## src/rtl/ram_bist_master.sv

```systemverilog
// ram_bist_master
//   Built-in self-test initiator for a single-port synchronous RAM.
//   A start pulse begins a test. The block writes seed+k to every word k,
//   reads every word back, and compares each returned word with the value
//   it wrote. At the end it reports pass/fail, the number of mismatching
//   words and the first mismatching address.
//
// Parameters
//   ADDR_W      RAM address width; DEPTH = 2**ADDR_W words
//   DATA_W      RAM data width
//   RD_LATENCY  edges from the address presented at the RAM to ram_dout valid (>=1)
//
// Ports
//   clk_i              clock, rising edge
//   rst_i              asynchronous active-high reset
//   start_i            1-cycle test request, sampled only while idle
//   seed_i             pattern seed, captured together with start_i
//   ram_we_o           RAM write enable
//   ram_addr_o         RAM address
//   ram_din_o          RAM write data (0 while not writing)
//   ram_dout_i         RAM read data
//   busy_o             test in progress
//   done_o             1-cycle pulse, results valid
//   pass_o             1 = no mismatches; held until the next accepted start
//   err_cnt_o          mismatch count, 0..DEPTH
//   first_err_addr_o   address of the first mismatch, 0 if none
module ram_bist_master #(
    parameter int ADDR_W     = 4,
    parameter int DATA_W     = 8,
    parameter int RD_LATENCY = 1
) (
    input  logic              clk_i,
    input  logic              rst_i,
    input  logic              start_i,
    input  logic [DATA_W-1:0] seed_i,
    output logic              ram_we_o,
    output logic [ADDR_W-1:0] ram_addr_o,
    output logic [DATA_W-1:0] ram_din_o,
    input  logic [DATA_W-1:0] ram_dout_i,
    output logic              busy_o,
    output logic              done_o,
    output logic              pass_o,
    output logic [ADDR_W:0]   err_cnt_o,
    output logic [ADDR_W-1:0] first_err_addr_o
);

    localparam int                DEPTH     = 2 ** ADDR_W;
    localparam logic [ADDR_W-1:0] LAST_ADDR = {ADDR_W{1'b1}};
    localparam logic [ADDR_W-1:0] ADDR_ONE  = ADDR_W'(1);
    localparam logic [ADDR_W:0]   ERR_MAX   = (ADDR_W+1)'(DEPTH);
    localparam logic [ADDR_W:0]   ERR_ONE   = (ADDR_W+1)'(1);

    typedef enum logic [2:0] {
        S_IDLE  = 3'd0,
        S_WRITE = 3'd1,
        S_READ  = 3'd2,
        S_DRAIN = 3'd3,
        S_DONE  = 3'd4
    } state_t;

    // One in-flight read: the address it was launched for and the word expected back.
    typedef struct packed {
        logic              valid;
        logic [ADDR_W-1:0] addr;
        logic [DATA_W-1:0] exp;
    } tag_t;

    state_t              state_q, state_d;
    logic [DATA_W-1:0]   seed_q, seed_d;
    logic                ram_we_q, ram_we_d;
    logic [ADDR_W-1:0]   ram_addr_q, ram_addr_d;
    logic [DATA_W-1:0]   ram_din_q, ram_din_d;
    logic                busy_q, busy_d;
    logic                done_q, done_d;
    logic                pass_q, pass_d;
    logic [ADDR_W:0]     err_cnt_q, err_cnt_d;
    logic [ADDR_W-1:0]   first_err_q, first_err_d;

    // Stage 0 is loaded on the edge that launches a read address; the entry in
    // the last stage meets its RAM data on the following edge.
    tag_t                pipe_q [0:RD_LATENCY];
    tag_t                launch_s;

    logic                mismatch_s;
    logic                inflight_s;
    logic [ADDR_W:0]     err_nxt_s;
    logic [ADDR_W-1:0]   first_nxt_s;
    logic [ADDR_W-1:0]   addr_inc_s;

    assign addr_inc_s = ram_addr_q + ADDR_ONE;

    // Compare the oldest in-flight read against the RAM data and update the error tally.
    always_comb begin
        err_nxt_s   = err_cnt_q;
        first_nxt_s = first_err_q;
        mismatch_s  = pipe_q[RD_LATENCY].valid && (ram_dout_i != pipe_q[RD_LATENCY].exp);
        if (mismatch_s) begin
            if (err_cnt_q != ERR_MAX) begin
                err_nxt_s = err_cnt_q + ERR_ONE;
            end else begin
                err_nxt_s = err_cnt_q;
            end
            if (err_cnt_q == {(ADDR_W+1){1'b0}}) begin
                first_nxt_s = pipe_q[RD_LATENCY].addr;
            end else begin
                first_nxt_s = first_err_q;
            end
        end else begin
            err_nxt_s   = err_cnt_q;
            first_nxt_s = first_err_q;
        end
    end

    // Any read still to reach the compare stage after this edge keeps DRAIN waiting.
    always_comb begin
        inflight_s = 1'b0;
        for (int i = 0; i < RD_LATENCY; i++) begin
            inflight_s = inflight_s | pipe_q[i].valid;
        end
    end

    // Next-state and registered-output logic of the test sequencer.
    always_comb begin
        state_d     = state_q;
        seed_d      = seed_q;
        ram_we_d    = 1'b0;
        ram_addr_d  = ram_addr_q;
        ram_din_d   = {DATA_W{1'b0}};
        busy_d      = busy_q;
        done_d      = 1'b0;
        pass_d      = pass_q;
        err_cnt_d   = err_nxt_s;
        first_err_d = first_nxt_s;
        launch_s    = '0;

        case (state_q)
            S_IDLE: begin
                if (start_i) begin
                    // The accepting edge already drives the first write.
                    seed_d      = seed_i;
                    err_cnt_d   = {(ADDR_W+1){1'b0}};
                    first_err_d = {ADDR_W{1'b0}};
                    pass_d      = 1'b0;
                    busy_d      = 1'b1;
                    ram_we_d    = 1'b1;
                    ram_addr_d  = {ADDR_W{1'b0}};
                    ram_din_d   = seed_i;
                    state_d     = S_WRITE;
                end else begin
                    busy_d      = 1'b0;
                end
            end
            S_WRITE: begin
                if (ram_addr_q == LAST_ADDR) begin
                    // Last word written; this edge launches the read of address 0.
                    ram_addr_d = {ADDR_W{1'b0}};
                    launch_s   = '{valid: 1'b1, addr: {ADDR_W{1'b0}}, exp: seed_q};
                    state_d    = S_READ;
                end else begin
                    ram_we_d   = 1'b1;
                    ram_addr_d = addr_inc_s;
                    ram_din_d  = seed_q + DATA_W'(addr_inc_s);
                end
            end
            S_READ: begin
                if (ram_addr_q == LAST_ADDR) begin
                    state_d = S_DRAIN;
                end else begin
                    ram_addr_d = addr_inc_s;
                    launch_s   = '{valid: 1'b1, addr: addr_inc_s,
                                   exp: seed_q + DATA_W'(addr_inc_s)};
                end
            end
            S_DRAIN: begin
                // Leave on the edge that performs the final compare, so the
                // verdict includes it.
                if (!inflight_s) begin
                    state_d = S_DONE;
                    done_d  = 1'b1;
                    busy_d  = 1'b0;
                    pass_d  = (err_nxt_s == {(ADDR_W+1){1'b0}});
                end else begin
                    state_d = S_DRAIN;
                end
            end
            S_DONE: begin
                state_d = S_IDLE;
                busy_d  = 1'b0;
            end
            default: begin
                state_d = S_IDLE;
                busy_d  = 1'b0;
            end
        endcase
    end

    // State and output registers; reset abandons any test in progress.
    always_ff @(posedge clk_i or posedge rst_i) begin
        if (rst_i) begin
            state_q     <= S_IDLE;
            seed_q      <= {DATA_W{1'b0}};
            ram_we_q    <= 1'b0;
            ram_addr_q  <= {ADDR_W{1'b0}};
            ram_din_q   <= {DATA_W{1'b0}};
            busy_q      <= 1'b0;
            done_q      <= 1'b0;
            pass_q      <= 1'b0;
            err_cnt_q   <= {(ADDR_W+1){1'b0}};
            first_err_q <= {ADDR_W{1'b0}};
        end else begin
            state_q     <= state_d;
            seed_q      <= seed_d;
            ram_we_q    <= ram_we_d;
            ram_addr_q  <= ram_addr_d;
            ram_din_q   <= ram_din_d;
            busy_q      <= busy_d;
            done_q      <= done_d;
            pass_q      <= pass_d;
            err_cnt_q   <= err_cnt_d;
            first_err_q <= first_err_d;
        end
    end

    // Read tag pipeline, advancing every cycle.
    always_ff @(posedge clk_i or posedge rst_i) begin
        if (rst_i) begin
            for (int i = 0; i <= RD_LATENCY; i++) begin
                pipe_q[i] <= '0;
            end
        end else begin
            pipe_q[0] <= launch_s;
            for (int i = 1; i <= RD_LATENCY; i++) begin
                pipe_q[i] <= pipe_q[i-1];
            end
        end
    end

    assign ram_we_o         = ram_we_q;
    assign ram_addr_o       = ram_addr_q;
    assign ram_din_o        = ram_din_q;
    assign busy_o           = busy_q;
    assign done_o           = done_q;
    assign pass_o           = pass_q;
    assign err_cnt_o        = err_cnt_q;
    assign first_err_addr_o = first_err_q;

endmodule
```

## config.mk

```make
export PLATFORM = sky130hd
export DESIGN_NAME = ram_bist_master
export DESIGN_NICKNAME = d
export VERILOG_FILES = /design/src/rtl/ram_bist_master.sv
export SDC_FILE = /design/constraint.sdc
export NUM_CORES = 1
export LEC_CHECK = 0
export CELL_PAD_IN_SITES_DETAIL_PLACEMENT = 1
export CELL_PAD_IN_SITES_GLOBAL_PLACEMENT = 2
export CORE_UTILIZATION = 34
export DETAILED_ROUTE_END_ITERATION = 12
export PLACE_DENSITY = 0.8
export SETUP_SLACK_MARGIN = 0.2
export SLEW_MARGIN = 10
export SYNTH_ARGS = -nofsm -noshare
export SYNTH_HDL_FRONTEND = slang
export SYNTH_SLANG_ARGS = --single-unit
```

## constraint.sdc

```tcl
create_clock -name clk_i -period 2.4 [get_ports clk_i]
set_input_delay 0.24 -clock clk_i [delete_from_list [all_inputs] [get_ports clk_i]]
set_output_delay 0.24 -clock clk_i [all_outputs]
set_load 0.02 [all_outputs]
```

-- After elaboration in Yosys (flattened, before gate mapping)
Index checks and enable logic that the tools add are counted.
W data, S select, Z words.
- input port bits: 19
- register bits after elaboration: 62
- output and inout port bits: 25
- reduce and logical (&&, ||, !) cells: 12
- multiplexer cells: 33
- bitwise operators: 1
- equal/unequal tests: 11
- add/sub/neg operators: 3
- operator list (kind ; count):
    $mux W4 ; 7
    $mux W13 ; 2
    $pmux W13 S2 ; 1
    $mux W5 ; 4
    $mux W8 ; 2
    $pmux W8 S2 ; 1
    $mux W3 ; 4
    $pmux W3 S4 ; 1
    $pmux W4 S3 ; 1
    $logic_not A5 Y1 ; 2
    $ne A2 B2 Y1 const B ; 5
    $reduce_and A3 Y1 ; 3
    $add A8 B4 Y8 ; 1
    $ne A8 B8 Y1 ; 1
    $mux W1 ; 7
    $eq A3 B2 Y1 const B ; 2
    $add A5 B1 Y5 const B ; 1
    $ne A5 B5 Y1 const B ; 1
    $add A4 B1 Y4 const B ; 1
    $eq A4 B4 Y1 const B ; 1
    $pmux W1 S2 ; 2
    $reduce_and A2 Y1 ; 2
    $eq A3 B1 Y1 const B ; 1
    $logic_not A3 Y1 ; 1
    6 further kinds ; 6

-- Logic depth before layout (Yosys ltp)
- word-level depth: 6
- gate-level depth with buffers: 10
- depth with buffers taken out: 10

-- Worst setup path after synthesis
No wires, ideal clock.
- path kind: register to register
- start point: register ram_addr_q[0] (netlist: ram_addr_o[0])
- end point: register ram_din_q[6] (netlist: ram_din_o[6])
- setup slack: 0.123 ns
- stages on the path, launching flop included: 10
- clock period less this slack: 2.277 ns
- arrival: 2.212 ns
- cell sequence: dfrtp_1 -> ha_1 -> inv_1 -> fa_1 -> inv_1 -> a21o_1 -> a21oi_1 -> or3_1 -> a21oi_1 -> a22o_1
- word-level cells in the longest chain between the ends: 4
- elaborated cells on any way between the ends: 5
- those cells by class: 2 x add/sub; 1 x eq/ne; 2 x mux
- ends and longest elaborated chain (what ; RTL line ; source):
    start: declaration ; 71 ; logic [ADDR_W-1:0] ram_addr_q, ram_addr_d;
    start signal: assignment ; 203 ; ram_addr_q <= {ADDR_W{1'b0}};
    start signal: assignment ; 214 ; ram_addr_q <= ram_addr_d;
    $add A4 B1 Y4 ; 90 ; assign addr_inc_s = ram_addr_q + ADDR_ONE;
    $add A8 B4 Y8 ; 162 ; ram_din_d = seed_q + DATA_W'(addr_inc_s);
    $mux W8 (*) ; 154 ; if (ram_addr_q == LAST_ADDR) begin
    $pmux W8 S2 (*) ; 136 ; case (state_q)
    via ram_din_d[6] ; 72 ; logic [DATA_W-1:0] ram_din_q, ram_din_d;
    end signal: assignment ; 204 ; ram_din_q <= {DATA_W{1'b0}};
    end signal: assignment ; 215 ; ram_din_q <= ram_din_d;
    end: declaration ; 72 ;
Mark *: on every way through the listed nets, which the timed path passes. The rest lies on a longest branch.
A chain may end at the register's enable or synchronous reset.

-- Worst setup path after layout
Same ends and word-level chain as after synthesis.

==> impl_metrics.toml <==
[finish]
final_core_util = 0.4659
n_antenna_cell = 0
drive_gt1_frac = 0.1465
design_area_sq_um = 3618
fin_nets = 336
final_common_cell = "dfrtp_1"
syn_to_final_growth_pct = 31.51
most-common-layout-cells = "59 x dfrtp_1, 43 x clkdlybuf4s50_1, 35 x nand2_1"
n_fill_cell = 857

[sta]
clock.fmax_ghz = 0.4747
worst_pin_slew_ns = 0.6136
hold_viol = 0
finalCritPeriodShare = 0.8778
finClkSkew_ns = 0.01330
setup_viol = 0
rsz0062_at_grt = "yes"
fin_setup_tns_ns = 0
slew_viol_final = 0
fin_crit_ns = 2.107
relSlewSlack = 0.5887
fin_hold_ws_ns = 0.2579

[worst_setup_path]
crit_required_ns = 2.67
rrSetupSlack_ns = 0.29
rr_endpoint = "ram_din_o[6]"
end_kind = "flop"
cp-start-kind = "flop"
crit_type = "reg2reg"
rr_worst_depth = 9
rr_startpoint = "ram_addr_o[0]"
crit_fanout = 6
worstPathArrival_ns = 2.37

[yosys]
synth_area_per_cell_sq_um = 10.79
synth_fp_nets = 282
yosysSeqAreaShare = 0.5639
synthFlopType = "dfrtp_1"
synth_seq_cells = 62
netlist_area_sq_um = 2751
synth_warnings = 0
synth_cells = 255
ys_types = 46
async_flop_share = 1.000
synth_edf_count = 0

[job]
cap_viol_max_count = 0

[pwr]
p_sw_mw = 1.720
vdd_drop_max_mv = 0.6673
p_total_mw = 4.427
p_int_mw = 2.706
leakagePower_nw = 1.719
swShare = 0.3887
pwr_density_cell_nw_per_um2 = 1223
clkPwrFrac = 0.219
p_seq_frac = 0.354
combPwrFrac = 0.427

[detailed_routing]
drt_iter0_markers = 50
drc = 0
first_pass_iters = 4
via_count = 2019
antenna_left = 0
routedWlPerCell_um = 15.22
via_per_inst = 4.853
routed_wl_um = 6330

[placement]
port_buffers = 43
place_area_sq_um = 3366
dp.final_hpwl_um = 4621
gp_congestion = 0.8069

[clock_network]
cts_root_buf = "clkbuf_8"
cts_max_level = 3
numClockSinks = 62
insertion_delay_ns = 0.34
path_clk_slew_ns = 0.08
numCtsBuffers = 9
clockBufferDepth = 2
cts_tree = "built"

[die]
rows = 32
dieArea_sq_um = 8456
boundaryPins = 44
dieWidth_um = 91.96
initial_core_util = 0.3542
die_y_um = 91.96
core_area_sq_um = 7767

[run_status]
outcome = "finished, final reports clean"

[global_routing]
grt_pass1_wl_um = 10440
grt_util_all_layers = 0.1637
grt_max_degree = 29
grt-ovfl-total = 0
grt_pass1_vias = 2117
antenna_found_initial = 0

[hold_path]
hold_class = "in2async"
## kinds of logic (layout without fill, tap and decap cells)
family                   after synthesis  after routing  share of synthesized area
AND/OR/NAND/NOR                       91             91                     0.1760
flip-flops                            62             62                     0.5639
AO/OA/AOI/OAI                         50             50                     0.1132
buffers and inverters                 21             80                    0.03274
XOR/XNOR                              19             19                    0.06048
adder cells (fa/ha/maj)                8              8                    0.03911
multiplexers                           4              4                    0.01455
## power by group through the flow
stage               sequential, mW  clock (mW)  combinational [mW]
floorplan                     1.67           0                1.01
global placement              1.58           0                1.78
detailed placement            1.58           0                1.81
CTS                           1.56        1.00                1.89
global route                  1.60        1.04                2.08
finish                        1.57       0.968                1.89
## worst max-delay path: stages, from the launching register on
cell and delay (ns):
dfrtp_2 0.46, ha_4 0.29, inv_1 0.07, fa_2 0.36
inv_1 0.06, a21o_1 0.12, a21oi_2 0.08, or3_1 0.33
a21oi_2 0.15, a22o_1 0.13
## sequential cells by signal (all words and copies together), names as in the netlist, 3 cells and up
register and count:
first_err_addr_o 4, pipe_q 25, err_cnt_o 5, ram_din_o 8
seed_q 8, state_q 3, ram_addr_o 4
## synth_stat cells (2+ instances only)
cell type | instances | area [sq um]
nor4_1 | 2 | 12.51
nand2_1 | 35 | 131.4
dfrtp_1 | 62 | 1551
mux2i_1 | 4 | 40.04
o21ai_1 | 4 | 20.02
ha_1 | 7 | 87.58
a22o_1 | 3 | 26.28
nor2b_1 | 3 | 18.77
nor3_1 | 3 | 15.01
buf_2 | 3 | 15.01
nor2_2 | 2 | 12.51
a211oi_1 | 3 | 22.52
nand3_1 | 3 | 15.01
inv_1 | 13 | 48.80
or3_1 | 3 | 18.77
and2_1 | 2 | 12.51
clkbuf_1 | 4 | 15.01
a21o_1 | 3 | 22.52
nand4_1 | 2 | 12.51
and3_1 | 2 | 12.51
nand2b_1 | 4 | 25.02
o21ai_0 | 18 | 90.09
a21oi_1 | 11 | 55.05
xnor2_1 | 5 | 43.79
xor2_1 | 14 | 122.6
nor2_1 | 19 | 71.32
nor3_2 | 2 | 20.02
## layer usage
metal / up-vias / track usage / share of wire
met5: - / 0 / 0
met4: 0 / 0.06641 / 0.012
met3: 7 / 0.03648 / 0.030
met2: 31 / 0.2724 / 0.49
met1: 1010 / 0.2059 / 0.46
li1: 971 / - / -
## per-stage QoR
| stage | setup WS (ns) | cells |
|---|---|---|
| 6_report | 0.2932 | 416 |
| 5_1_grt | 0.1698 | 416 |
| 4_1_cts | 0.2020 | 416 |
| 3_5_place_dp | 0.1067 | 398 |
| 3_3_place_gp | 0.1712 | 398 |
| 2_1_floorplan | 0.2014 | 255 |
## what timing repair did
item	in CTS	in global routing
hold buffers	0	0
pin swaps	0	3
buffers inserted	2	0
resized for setup	2	4
setup endpoints to repair	2	7
## worst max-delay path by stage
stage,from,endpoint
5_1_grt,ram_addr_o[2],pipe_q[20]
3_3_place_gp,ram_addr_o[0],ram_din_o[6]
2_1_floorplan,ram_addr_o[0],ram_din_o[6]
6_report,ram_addr_o[0],ram_din_o[6]
3_5_place_dp,ram_addr_o[0],pipe_q[19]
4_1_cts,ram_addr_o[0],ram_din_o[6]
## final cells by class
type,count,area [sq um],area share
clock inverter,5,65.06,0.01798
inverter,13,48.80,0.01349
timing repair buffer,51,515.5,0.1425
sequential,62,1555,0.4298
tap,102,127.6,0.03527
clock buffer,11,151.4,0.04184
multi-input combinational,172,1155,0.3192
Note: power is estimated with default switching activity, not from simulation.
